### config.mk
export PLATFORM = sky130hd
export DESIGN_NAME = wb_commit_flat
export DESIGN_NICKNAME = d
export VERILOG_FILES = /design/src/rtl/wb_commit_if.sv /design/src/rtl/wb_commit.sv /design/src/flat_wrapper.sv
export SDC_FILE = /design/constraint.sdc
export NUM_CORES = 1
export LEC_CHECK = 0
export BUFFER_PORTS_ARGS = -buffer_cell sky130_fd_sc_hd__buf_2
export CAP_MARGIN = 25
export CORE_ASPECT_RATIO = 0.5
export CORE_UTILIZATION = 40
export DETAILED_ROUTE_END_ITERATION = 6
export MAX_ROUTING_LAYER = met4
export PLACE_DENSITY_LB_ADDON = 0.3
export SETUP_SLACK_MARGIN = 0.1
export SLEW_MARGIN = 20
export SYNTH_ARGS = -nofsm -noshare
export SYNTH_HDL_FRONTEND = slang
export SYNTH_SLANG_ARGS = --single-unit
### constraint.sdc
create_clock -name clock_i -period 12.5 [get_ports clock_i]
set_clock_uncertainty 0.2 [all_clocks]
set_input_delay 0 -clock clock_i [delete_from_list [all_inputs] [get_ports clock_i]]
set_output_delay 0 -clock clock_i [all_outputs]
set_load 0.02 [all_outputs]
### src/rtl/wb_commit_if.sv
// Writeback bus: lane A/B retirements and load returns in, both regfile write ports out.
interface wb_commit_if #(
    parameter int XLEN  = 32,
    parameter int DEPTH = 4
);
    logic                     A_valid_i;
    logic [4:0]               A_rd_addr_i;
    logic [XLEN-1:0]          A_rd_data_i;
    logic                     A_rd_write_i;
    logic                     B_valid_i;
    logic [4:0]               B_rd_addr_i;
    logic [XLEN-1:0]          B_rd_data_i;
    logic                     B_rd_write_i;
    logic                     ld_valid_i;
    logic [4:0]               ld_rd_addr_i;
    logic [XLEN-1:0]          ld_data_i;
    logic                     ld_ready_o;
    logic [4:0]               A_rd_addr_o;
    logic [XLEN-1:0]          A_rd_data_o;
    logic                     A_rd_write_o;
    logic [4:0]               B_rd_addr_o;
    logic [XLEN-1:0]          B_rd_data_o;
    logic                     B_rd_write_o;
    logic [31:0]              ld_busy_o;
    logic [$clog2(DEPTH):0]   ld_count_o;

    modport master (
        output A_valid_i, A_rd_addr_i, A_rd_data_i, A_rd_write_i,
        output B_valid_i, B_rd_addr_i, B_rd_data_i, B_rd_write_i,
        output ld_valid_i, ld_rd_addr_i, ld_data_i,
        input  ld_ready_o,
        input  A_rd_addr_o, A_rd_data_o, A_rd_write_o,
        input  B_rd_addr_o, B_rd_data_o, B_rd_write_o,
        input  ld_busy_o, ld_count_o
    );

    modport slave (
        input  A_valid_i, A_rd_addr_i, A_rd_data_i, A_rd_write_i,
        input  B_valid_i, B_rd_addr_i, B_rd_data_i, B_rd_write_i,
        input  ld_valid_i, ld_rd_addr_i, ld_data_i,
        output ld_ready_o,
        output A_rd_addr_o, A_rd_data_o, A_rd_write_o,
        output B_rd_addr_o, B_rd_data_o, B_rd_write_o,
        output ld_busy_o, ld_count_o
    );
endinterface

### src/rtl/wb_commit.sv
// Dual-lane writeback: lanes A/B own their ports when writing; queued load returns
// fill idle ports in order, with a per-register busy mask for queued loads.
module wb_commit #(
    parameter int DEPTH = 4,
    parameter int XLEN  = 32
) (
    input  logic        clock_i,
    input  logic        reset_i,
    wb_commit_if.slave  bus
);
    localparam int PW = $clog2(DEPTH);
    localparam int CW = PW + 1;
    // Holds up to DEPTH queued plus two loads sitting in the drain registers.
    localparam int BW = $clog2(DEPTH + 3);

    logic [4:0]      fifo_addr [DEPTH];
    logic [XLEN-1:0] fifo_data [DEPTH];
    logic [PW-1:0]   rd_ptr, wr_ptr, head_b;
    logic [CW-1:0]   count;
    logic [BW-1:0]   busy_cnt [32];
    logic            drain_a, drain_b;
    logic [4:0]      drain_a_addr, drain_b_addr;

    logic            ready, claim_a, claim_b;
    logic            sel_a_vld, sel_a_ld, sel_b_vld, sel_b_ld;
    logic [4:0]      sel_a_addr, sel_b_addr;
    logic [XLEN-1:0] sel_a_data, sel_b_data;
    logic [1:0]      pops;
    logic            acc, ld_keep, bypass, push, kill_a, kill_b;
    logic            wr_a, wr_b;

    assign ready          = !reset_i && (count < CW'(DEPTH));
    assign bus.ld_ready_o = ready;
    assign bus.ld_count_o = count;

    always_comb begin
        claim_a    = bus.A_valid_i & bus.A_rd_write_i & (bus.A_rd_addr_i != 5'd0);
        claim_b    = bus.B_valid_i & bus.B_rd_write_i & (bus.B_rd_addr_i != 5'd0);
        sel_a_vld  = 1'b0;
        sel_a_ld   = 1'b0;
        sel_a_addr = '0;
        sel_a_data = '0;
        sel_b_vld  = 1'b0;
        sel_b_ld   = 1'b0;
        sel_b_addr = '0;
        sel_b_data = '0;
        pops       = 2'd0;

        if (claim_a) begin
            sel_a_vld  = 1'b1;
            sel_a_addr = bus.A_rd_addr_i;
            sel_a_data = bus.A_rd_data_i;
        end else if (count != '0) begin
            sel_a_vld  = 1'b1;
            sel_a_ld   = 1'b1;
            sel_a_addr = fifo_addr[rd_ptr];
            sel_a_data = fifo_data[rd_ptr];
            pops       = 2'd1;
        end

        head_b = rd_ptr + PW'(pops);
        if (claim_b) begin
            sel_b_vld  = 1'b1;
            sel_b_addr = bus.B_rd_addr_i;
            sel_b_data = bus.B_rd_data_i;
        end else if (count > CW'(pops)) begin
            sel_b_vld  = 1'b1;
            sel_b_ld   = 1'b1;
            sel_b_addr = fifo_addr[head_b];
            sel_b_data = fifo_data[head_b];
            pops       = pops + 2'd1;
        end

        // Loads to x0 are consumed here and never reach the FIFO or the busy mask.
        acc     = bus.ld_valid_i & ready;
        ld_keep = acc & (bus.ld_rd_addr_i != 5'd0);
        bypass  = ld_keep & (count == CW'(pops)) & !(sel_a_vld & sel_b_vld);
        push    = ld_keep & !bypass;

        if (bypass) begin
            if (!sel_a_vld) begin
                sel_a_vld  = 1'b1;
                sel_a_ld   = 1'b1;
                sel_a_addr = bus.ld_rd_addr_i;
                sel_a_data = bus.ld_data_i;
            end else begin
                sel_b_vld  = 1'b1;
                sel_b_ld   = 1'b1;
                sel_b_addr = bus.ld_rd_addr_i;
                sel_b_data = bus.ld_data_i;
            end
        end

        // Port B is younger unless it carries a load and port A carries lane A.
        kill_a = 1'b0;
        kill_b = 1'b0;
        if (sel_a_vld && sel_b_vld && (sel_a_addr == sel_b_addr)) begin
            if (!sel_a_ld && sel_b_ld) kill_b = 1'b1;
            else                       kill_a = 1'b1;
        end
        wr_a = sel_a_vld & !kill_a;
        wr_b = sel_b_vld & !kill_b;
    end

    always_ff @(posedge clock_i) begin
        if (push) begin
            fifo_addr[wr_ptr] <= bus.ld_rd_addr_i;
            fifo_data[wr_ptr] <= bus.ld_data_i;
        end
    end

    always_ff @(posedge clock_i) begin
        if (reset_i) begin
            rd_ptr           <= '0;
            wr_ptr           <= '0;
            count            <= '0;
            drain_a          <= 1'b0;
            drain_b          <= 1'b0;
            drain_a_addr     <= '0;
            drain_b_addr     <= '0;
            bus.A_rd_write_o <= 1'b0;
            bus.A_rd_addr_o  <= '0;
            bus.A_rd_data_o  <= '0;
            bus.B_rd_write_o <= 1'b0;
            bus.B_rd_addr_o  <= '0;
            bus.B_rd_data_o  <= '0;
            for (int r = 0; r < 32; r++) busy_cnt[r] <= '0;
        end else begin
            rd_ptr <= rd_ptr + PW'(pops);
            if (push) wr_ptr <= wr_ptr + PW'(1);
            count  <= count + CW'(push) - CW'(pops);

            bus.A_rd_write_o <= wr_a;
            bus.A_rd_addr_o  <= wr_a ? sel_a_addr : '0;
            bus.A_rd_data_o  <= wr_a ? sel_a_data : '0;
            bus.B_rd_write_o <= wr_b;
            bus.B_rd_addr_o  <= wr_b ? sel_b_addr : '0;
            bus.B_rd_data_o  <= wr_b ? sel_b_data : '0;

            // Suppressed loads still drain so their busy count is released.
            drain_a      <= sel_a_ld;
            drain_a_addr <= sel_a_addr;
            drain_b      <= sel_b_ld;
            drain_b_addr <= sel_b_addr;

            for (int r = 0; r < 32; r++) begin
                busy_cnt[r] <= busy_cnt[r]
                             + BW'(ld_keep && (bus.ld_rd_addr_i == 5'(r)))
                             - BW'(drain_a && (drain_a_addr == 5'(r)))
                             - BW'(drain_b && (drain_b_addr == 5'(r)));
            end
        end
    end

    always_comb begin
        bus.ld_busy_o = '0;
        for (int r = 0; r < 32; r++) bus.ld_busy_o[r] = (busy_cnt[r] != '0);
    end
endmodule

### src/flat_wrapper.sv
// flat-port wrapper written by rule: the top's interface ports become plain ports
module wb_commit_flat 
#(
    parameter int DEPTH = 4,
    parameter int XLEN  = 32
)
  (clock_i, reset_i, bus_A_valid_i, bus_A_rd_addr_i, bus_A_rd_data_i, bus_A_rd_write_i, bus_B_valid_i, bus_B_rd_addr_i, bus_B_rd_data_i, bus_B_rd_write_i, bus_ld_valid_i, bus_ld_rd_addr_i, bus_ld_data_i, bus_ld_ready_o, bus_A_rd_addr_o, bus_A_rd_data_o, bus_A_rd_write_o, bus_B_rd_addr_o, bus_B_rd_data_o, bus_B_rd_write_o, bus_ld_busy_o, bus_ld_count_o);
  wb_commit_if #(.XLEN(XLEN), .DEPTH(DEPTH)) bus_i ();
  input  logic clock_i;
  input  logic reset_i;
  input wire logic [$bits(bus_i.A_valid_i)-1:0] bus_A_valid_i;
  input wire logic [$bits(bus_i.A_rd_addr_i)-1:0] bus_A_rd_addr_i;
  input wire logic [$bits(bus_i.A_rd_data_i)-1:0] bus_A_rd_data_i;
  input wire logic [$bits(bus_i.A_rd_write_i)-1:0] bus_A_rd_write_i;
  input wire logic [$bits(bus_i.B_valid_i)-1:0] bus_B_valid_i;
  input wire logic [$bits(bus_i.B_rd_addr_i)-1:0] bus_B_rd_addr_i;
  input wire logic [$bits(bus_i.B_rd_data_i)-1:0] bus_B_rd_data_i;
  input wire logic [$bits(bus_i.B_rd_write_i)-1:0] bus_B_rd_write_i;
  input wire logic [$bits(bus_i.ld_valid_i)-1:0] bus_ld_valid_i;
  input wire logic [$bits(bus_i.ld_rd_addr_i)-1:0] bus_ld_rd_addr_i;
  input wire logic [$bits(bus_i.ld_data_i)-1:0] bus_ld_data_i;
  output wire logic [$bits(bus_i.ld_ready_o)-1:0] bus_ld_ready_o;
  output wire logic [$bits(bus_i.A_rd_addr_o)-1:0] bus_A_rd_addr_o;
  output wire logic [$bits(bus_i.A_rd_data_o)-1:0] bus_A_rd_data_o;
  output wire logic [$bits(bus_i.A_rd_write_o)-1:0] bus_A_rd_write_o;
  output wire logic [$bits(bus_i.B_rd_addr_o)-1:0] bus_B_rd_addr_o;
  output wire logic [$bits(bus_i.B_rd_data_o)-1:0] bus_B_rd_data_o;
  output wire logic [$bits(bus_i.B_rd_write_o)-1:0] bus_B_rd_write_o;
  output wire logic [$bits(bus_i.ld_busy_o)-1:0] bus_ld_busy_o;
  output wire logic [$bits(bus_i.ld_count_o)-1:0] bus_ld_count_o;
  assign bus_i.A_valid_i = bus_A_valid_i;
  assign bus_i.A_rd_addr_i = bus_A_rd_addr_i;
  assign bus_i.A_rd_data_i = bus_A_rd_data_i;
  assign bus_i.A_rd_write_i = bus_A_rd_write_i;
  assign bus_i.B_valid_i = bus_B_valid_i;
  assign bus_i.B_rd_addr_i = bus_B_rd_addr_i;
  assign bus_i.B_rd_data_i = bus_B_rd_data_i;
  assign bus_i.B_rd_write_i = bus_B_rd_write_i;
  assign bus_i.ld_valid_i = bus_ld_valid_i;
  assign bus_i.ld_rd_addr_i = bus_ld_rd_addr_i;
  assign bus_i.ld_data_i = bus_ld_data_i;
  assign bus_ld_ready_o = bus_i.ld_ready_o;
  assign bus_A_rd_addr_o = bus_i.A_rd_addr_o;
  assign bus_A_rd_data_o = bus_i.A_rd_data_o;
  assign bus_A_rd_write_o = bus_i.A_rd_write_o;
  assign bus_B_rd_addr_o = bus_i.B_rd_addr_o;
  assign bus_B_rd_data_o = bus_i.B_rd_data_o;
  assign bus_B_rd_write_o = bus_i.B_rd_write_o;
  assign bus_ld_busy_o = bus_i.ld_busy_o;
  assign bus_ld_count_o = bus_i.ld_count_o;
  wb_commit #(.DEPTH(DEPTH), .XLEN(XLEN)) u_core (.clock_i(clock_i), .reset_i(reset_i), .bus(bus_i));
endmodule
# Yosys cells after proc, flatten, opt, wreduce, memory -nomap -nowiden
# Memory sizes are Yosys's and may differ from the RTL's. A register that Yosys moved wholly into a read port is not among the register bits.
# Index checks and enable logic that the tools add are counted.
[totals] ff_bits=95 latchBits=0 ram_bits=244 rom_bits=0 inputBits=118 word_cells=484 memories=3
[classes] add_sub_neg=102 n_mul=0 n_div=0 order_cmp=2 eq_ne=95 shift=0 n_mux=76 bitwise=46 reduce_logical=147
[memory_table] name="u_core.fifo_data" words=4 width=32 rd=2 rd_clocked_by_memory_dff=1 wr=1 line_no="wb_commit.sv:17" rtl="logic [XLEN-1:0] fifo_data [DEPTH];"
[memory_table] name="u_core.busy_cnt" words=32 width=3 rd=32 rd_clocked_by_memory_dff=0 wr=32 line_no="wb_commit.sv:20" rtl="logic [BW-1:0] busy_cnt [32];"
[memory_table] name="u_core.fifo_addr" words=4 width=5 rd=2 rd_clocked_by_memory_dff=1 wr=1 line_no="wb_commit.sv:16" rtl="logic [4:0] fifo_addr [DEPTH];"
[op_table] cell="$mux W32" n=8
[op_table] cell="$eq A5 B5 Y1 const B" n=48
[op_table] cell="$sub A3 B1 Y3" n=64
[op_table] cell="$eq A5 B4 Y1 const B" n=24
[op_table] cell="$logic_and A1 B1 Y1" n=100
[op_table] cell="$add A3 B1 Y3" n=33
[op_table] cell="$reduce_bool A3 Y1" n=33
[op_table] cell="$mux W3" n=32
[op_table] cell="$eq A5 B3 Y1 const B" n=12
[op_table] cell="$mux W5" n=8
[op_table] cell="$or A1 B1 Y1" n=32
[op_table] cell="$eq A5 B2 Y1 const B" n=6
[op_table] cell="$mux W1" n=23
[op_table] cell="$eq A5 B1 Y1 const B" n=3
[op_table] cell="$logic_not A5 Y1" n=3
[op_table] cell="$reduce_bool A5 Y1" n=3
[op_table] cell="$and A1 B1 Y1" n=12
[op_table] cell="$mux W2" n=5
[op_table] cell="$logic_not A1 Y1" n=6
[op_table] cell="$eq A5 B5 Y1" n=1
[op_table] cell="$add A2 B1 Y2 const B" n=2
[op_table] cell="$add A2 B2 Y2" n=2
[op_table] cell="$reduce_or A2 Y1" n=2
[op_table] cell="$eq A3 B2 Y1" n=1
[op_table] cell="4 further kinds" n=5

# Logic depth before layout (Yosys ltp)
[logic_depth] word_depth=18 ltp_mapped=19

# Least setup slack after synthesis
# No wires, ideal clock.
[synth_timing] kind="register to register" startpoint="register u_core.count[2] (netlist: u_core.bus.ld_count_o[2])" endpoint="memory u_core.fifo_addr[0][0], enable pin" setup_time_ps=398 arrival_ps=4449 required_ps=11902 setup_slack_ps=7454 path_stages_with_launch=15 path_cell_list="dfxtp_1 -> clkbuf_1 -> nor3_1 -> a211oi_1 -> clkbuf_1 -> clkbuf_1 -> ha_1 -> nand2_1 -> nand2_1 -> ha_1 -> o2111ai_4 -> nor3_2 -> buf_2 -> a311oi_1 -> and2_1"
[synth_between] elab_chain_cells=13 word_cells_on_any_way=24
[synth_rtl] element="start, declared" line_no="wb_commit.sv:19" rtl="logic [CW-1:0] count;"
[synth_rtl] element="start signal, assigned" line_no="wb_commit.sv:131" rtl="count <= count + CW'(push) - CW'(pops);"
[synth_rtl] element="$reduce_bool A3 Y1" line_no="wb_commit.sv:53" rtl="end else if (count != '0) begin"
[synth_rtl] element="$mux W1" line_no="wb_commit.sv:53"
[synth_rtl] element="$mux W2" line_no="wb_commit.sv:49" rtl="if (claim_a) begin"
[synth_rtl] element="$gt A3 B2 Y1 or $add A2 B1 Y2 (tied branches)" line_no="wb_commit.sv:66, wb_commit.sv:71"
[synth_rtl] element="$mux W2 or $mux W1 (tied branches)" line_no="wb_commit.sv:66" rtl="end else if (count > CW'(pops)) begin"
[synth_rtl] element="$mux W2 or $mux W1 (tied branches)" line_no="wb_commit.sv:62" rtl="if (claim_b) begin"
[synth_rtl] element="$eq A3 B2 Y1 or $and A1 B1 Y1 (tied branches)" line_no="wb_commit.sv:77" rtl="bypass = ld_keep & (count == CW'(pops)) & !(sel_a_vld & sel_b_vld);"
[synth_rtl] element="$and A1 B1 Y1 or $logic_not A1 Y1 (tied branches)" line_no="wb_commit.sv:77"
[synth_rtl] element="$and A1 B1 Y1" line_no="wb_commit.sv:77"
[synth_rtl] element="$logic_not A1 Y1" line_no="wb_commit.sv:78" rtl="push = ld_keep & !bypass;"
[synth_rtl] element="$and A1 B1 Y1 (*)" line_no="wb_commit.sv:78"
[synth_rtl] element="$mux W1 (*)" line_no="wb_commit.sv:106" rtl="if (push) begin"
[synth_rtl] element="$mux W1 (not written as such) (*)" line_no="wb_commit.sv:107" rtl="fifo_addr[wr_ptr] <= bus.ld_rd_addr_i;"
[synth_rtl] element="end, declared" line_no="wb_commit.sv:16"
# Every way passes the cells marked *; elsewhere a longest branch is shown, timed or not.

# Worst setup path in the final report
[layout_timing] startpoint="register u_core.count[2] (netlist: u_core.bus.ld_count_o[2])" endpoint="register u_core.bus.B_rd_data_o[11]"
[layout_between] elab_chain_cells=18 word_cells_on_any_way=55
[layout_rtl] element="branches (longest 18 deep; another with $gt A3 B2 Y1)"
[layout_rtl] element="end signal, assigned" line_no="wb_commit.sv:138" rtl="bus.B_rd_data_o <= wr_b ? sel_b_data : '0;"
[layout_rtl] element="end, declared" line_no="wb_commit_if.sv:43" rtl="output B_rd_addr_o, B_rd_data_o, B_rd_write_o,"
# Parallel ways; which one is timed is not known.
# A chain may end at the register's enable or synchronous reset.

==> results.sh <==
export IMPL_grt_pass1_wl_um=70790
export IMPL_num_nets_final=2102
export IMPL_cts_buffer_depth=3
export IMPL_syn_area_um2=17210
export IMPL_gp_congestion=0.9092
export IMPL_synth_seq_cells=339
export IMPL_setup_slack_ps=6833
export IMPL_yosys_warnings=0
export IMPL_post_cts_resized=0
export IMPL_crit_path_start="u_core.bus.ld_count_o[2]"
export IMPL_antenna_found_initial=0
export IMPL_critPathRequiredTime_ps=12740
export IMPL_dp_hpwl_um=29830
export IMPL_crit_end="u_core.bus.B_rd_data_o[11]"
export IMPL_reg2reg_slack_ps=6830
export IMPL_syn_avg_cell_area_um2=11.31
export IMPL_critPathKind="register to register"
export IMPL_track_usage_pct=21.43
export IMPL_power_switching_mw=1.291
export IMPL_p_leak_nw=9.278
export IMPL_cts_max_level=1
export IMPL_hold_viol=0
export IMPL_synth_common_cells="dfxtp_1 (191), nand2_1 (178), edfxtp_1 (148), ha_1 (106)"
export IMPL_nFillCells=3765
export IMPL_portBuffers=229
export IMPL_area_delta_synth_final_pct=24.72
export IMPL_drive_gt1_share_pct=21.55
export IMPL_final_cells=2447
export IMPL_seq_power_share_pct=36.5
export IMPL_drt_total_wl_um=46280
export IMPL_cp_max_fo=71
export IMPL_synth_top_area_share_pct=25.82
export IMPL_overflow=0
export IMPL_async_flop_share_pct=0
export IMPL_fin_area_um2=21470
export IMPL_start_kind="register"
export IMPL_yosysMostFrequentCell="dfxtp_1"
export IMPL_cp_data_arrival_time_ps=5910
export IMPL_cts_inserted_buffers=31
export IMPL_syn_inst=1522
export IMPL_cts_sinks=339
export IMPL_rsz0062_at_grt="false"
export IMPL_initial_core_util_pct=40.81
export IMPL_synth_edff_count=148
export IMPL_swShare_pct=34.62
export IMPL_yosysTopAreaCell="edfxtp_1"
export IMPL_diodes=0
export IMPL_finalSetupViolCount=0
export IMPL_endpoint_kind="register"
export IMPL_worst_r2r_endpoint="u_core.bus.B_rd_data_o[11]"
export IMPL_clkLatencyLatePin_ps=600
export IMPL_cap_violations=0
export IMPL_multi_input_area_um2=8249
export IMPL_cts_tree="done"
export IMPL_place_ws_ps=6867
export IMPL_num_rows=53
export IMPL_vdd_ir_drop_max_uv=118.7
export IMPL_ant_nets=0
export IMPL_timing_rr_start="u_core.bus.ld_count_o[2]"
export IMPL_synth_area_top_cells="edfxtp_1 (26%), dfxtp_1 (22%), mux4_2 (9.7%), ha_1 (7.7%), nand2_1 (3.9%)"
export IMPL_numPlacedInstances=2248
export IMPL_synth_ff_type="dfxtp_1"
export IMPL_clkPwrFrac_pct=27.6
export IMPL_yosysSeqAreaShare_pct=48.04
export IMPL_power_per_cell_area_nw_per_um2=173.7
export IMPL_path_clk_slew_ps=70
export IMPL_grt_max_degree=72
export IMPL_num_vias=13021
export IMPL_min_period_ps=5667
export IMPL_core_um2=42180
export IMPL_min_period_over_period_pct=45.33
export IMPL_root_buffer="clkbuf_16"
export IMPL_comb_power_share_pct=35.9
export IMPL_drv_slew=0
export IMPL_first_iter_violations=1056
export IMPL_worst_hold_path_type="input pin to register"
export IMPL_io_pins=230
export IMPL_dr_pass1_iters=7
export IMPL_p_int_mw=2.438
export IMPL_status="finished, final reports clean"
export IMPL_die_x_um=295.4
export IMPL_grt_pass1_vias=12934
export IMPL_timing_setup_tns_ps=0
export IMPL_drcViolationCount=0
export IMPL_max_freq_mhz=176.5
export IMPL_syn_nets=1779
export IMPL_yosysUniqueCellTypes=58
export IMPL_dpl_instance_area_um2=18890
export IMPL_fp_dieH_um=148.7
export IMPL_worst_pin_slew_ps=1005
export IMPL_via_per_inst=5.321
export IMPL_holdPathStages=2
export IMPL_die_area_um2=43910
export IMPL_relSlewSlack_pct=32.99
export IMPL_wl_per_cell_um=18.91
export IMPL_r2r_cells=12
export IMPL_seq_area_um2=8270
-- stage by stage --
step	utilization [%]	power, mW	hold WS [ps]
floorplan	-	2.283	-101.1
global placement	44.75	2.655	75.11
detailed placement	44.80	2.668	75.78
CTS	50.61	3.744	0.7753
global route	50.90	3.914	19.13
finish	50.90	3.729	16.49
-- flip-flops by register name, indices dropped and copies added (netlist names), 2 cells and up --
register and cells:
u_core.fifo_data 128, u_core.bus.A_rd_data_o 32, u_core.bus.B_rd_addr_o 5, u_core.drain_b_addr 5
u_core.bus.B_rd_data_o 32, u_core.drain_a_addr 5, u_core.busy_cnt 96, u_core.rd_ptr 2
u_core.bus.ld_count_o 3, u_core.bus.A_rd_addr_o 5, u_core.fifo_addr 20, u_core.wr_ptr 2
-- what timing repair did --
item | in CTS | in global routing
buffers inserted | 0 | 0
endpoints found under the setup margin | 0 | 0
hold buffers | 136 | 0
hold endpoints to repair | 288 | 0
-- worst min path at each step --
stage / from / to / slack (ps)
3_3_place_gp: bus_ld_data_i[12] / u_core.fifo_data[3][12] / 80
5_1_grt: bus_ld_data_i[16] / u_core.fifo_data[2][16] / 20
2_1_floorplan: bus_ld_rd_addr_i[0] / u_core.fifo_addr[0][0] / -100
6_report: bus_ld_data_i[16] / u_core.fifo_data[2][16] / 20
3_5_place_dp: bus_ld_data_i[10] / u_core.fifo_data[0][10] / 80
4_1_cts: bus_ld_data_i[30] / u_core.fifo_data[0][30] / 0.8
-- critical path, stage by stage, from the launching register on --
cell,delay [ps]
dfxtp_1,430
nor3_1,700
a211oi_4,30
buf_4,330
ha_2,650
buf_4,570
mux4_2,600
a22o_1,230
o21ai_0,200
nand4b_1,270
nor4_4,320
buf_4,690
a211oi_1,180
-- cell usage in the layout (no fill, tap or decap), types with 20 or more instances in the layout --
master	synthesis	routed
fa_1	33	33
nor2b_1	76	74
inv_1	103	103
ha_1	106	105
dfxtp_1	191	189
buf_2	12	228
nor3_1	20	20
dlygate4sd3_1	0	136
nor2_1	103	103
xor2_1	34	33
a22oi_1	33	33
a21oi_1	38	37
or3_1	37	37
nand2_1	178	178
a22o_1	37	37
a211oi_1	33	32
clkbuf_16	0	31
mux4_2	74	74
edfxtp_1	148	148
o22ai_1	34	34
xnor2_1	38	38
-- power by group through the flow --
| stage | registers, mW | clock network [mW] | logic (mW) |
|---|---|---|---|
| after global placement | 1.38 | 0 | 1.27 |
| after detailed placement | 1.38 | 0 | 1.28 |
| after floorplan | 1.44 | 0 | 0.845 |
| final | 1.36 | 1.03 | 1.34 |
| after global routing | 1.37 | 1.10 | 1.45 |
| after CTS | 1.36 | 1.05 | 1.33 |
-- metal layers --
metal  up-vias  global-route usage [%]  part of all wire [%]
met5         -                       -                     0
met3       145                   3.811                   6.1
li1       6050                       -                     -
met2       512                   36.08                    50
met4         0                   8.523                   3.6
met1      6314                   25.60                    40
-- cell type report --
type | instances | area share (%)
well taps | 577 | 3.363
flip-flops and latches | 339 | 38.53
clock buffers | 40 | 3.929
multi-input cells | 986 | 38.43
inverters | 103 | 1.801
clock inverters | 18 | 1.137
repair buffers | 384 | 12.81
-- kinds of logic after synthesis --
| logic type | synth area share (%) |
|---|---|
| compound gates | 8.789 |
| flops | 48.04 |
| other cells | 0.02179 |
| mux | 9.799 |
| xor+xnor | 3.664 |
| fa+ha+maj | 11.54 |
| buf+inv | 4.514 |
| simple gates | 13.63 |
No activity file was read; power rests on OpenSTA's default activity.
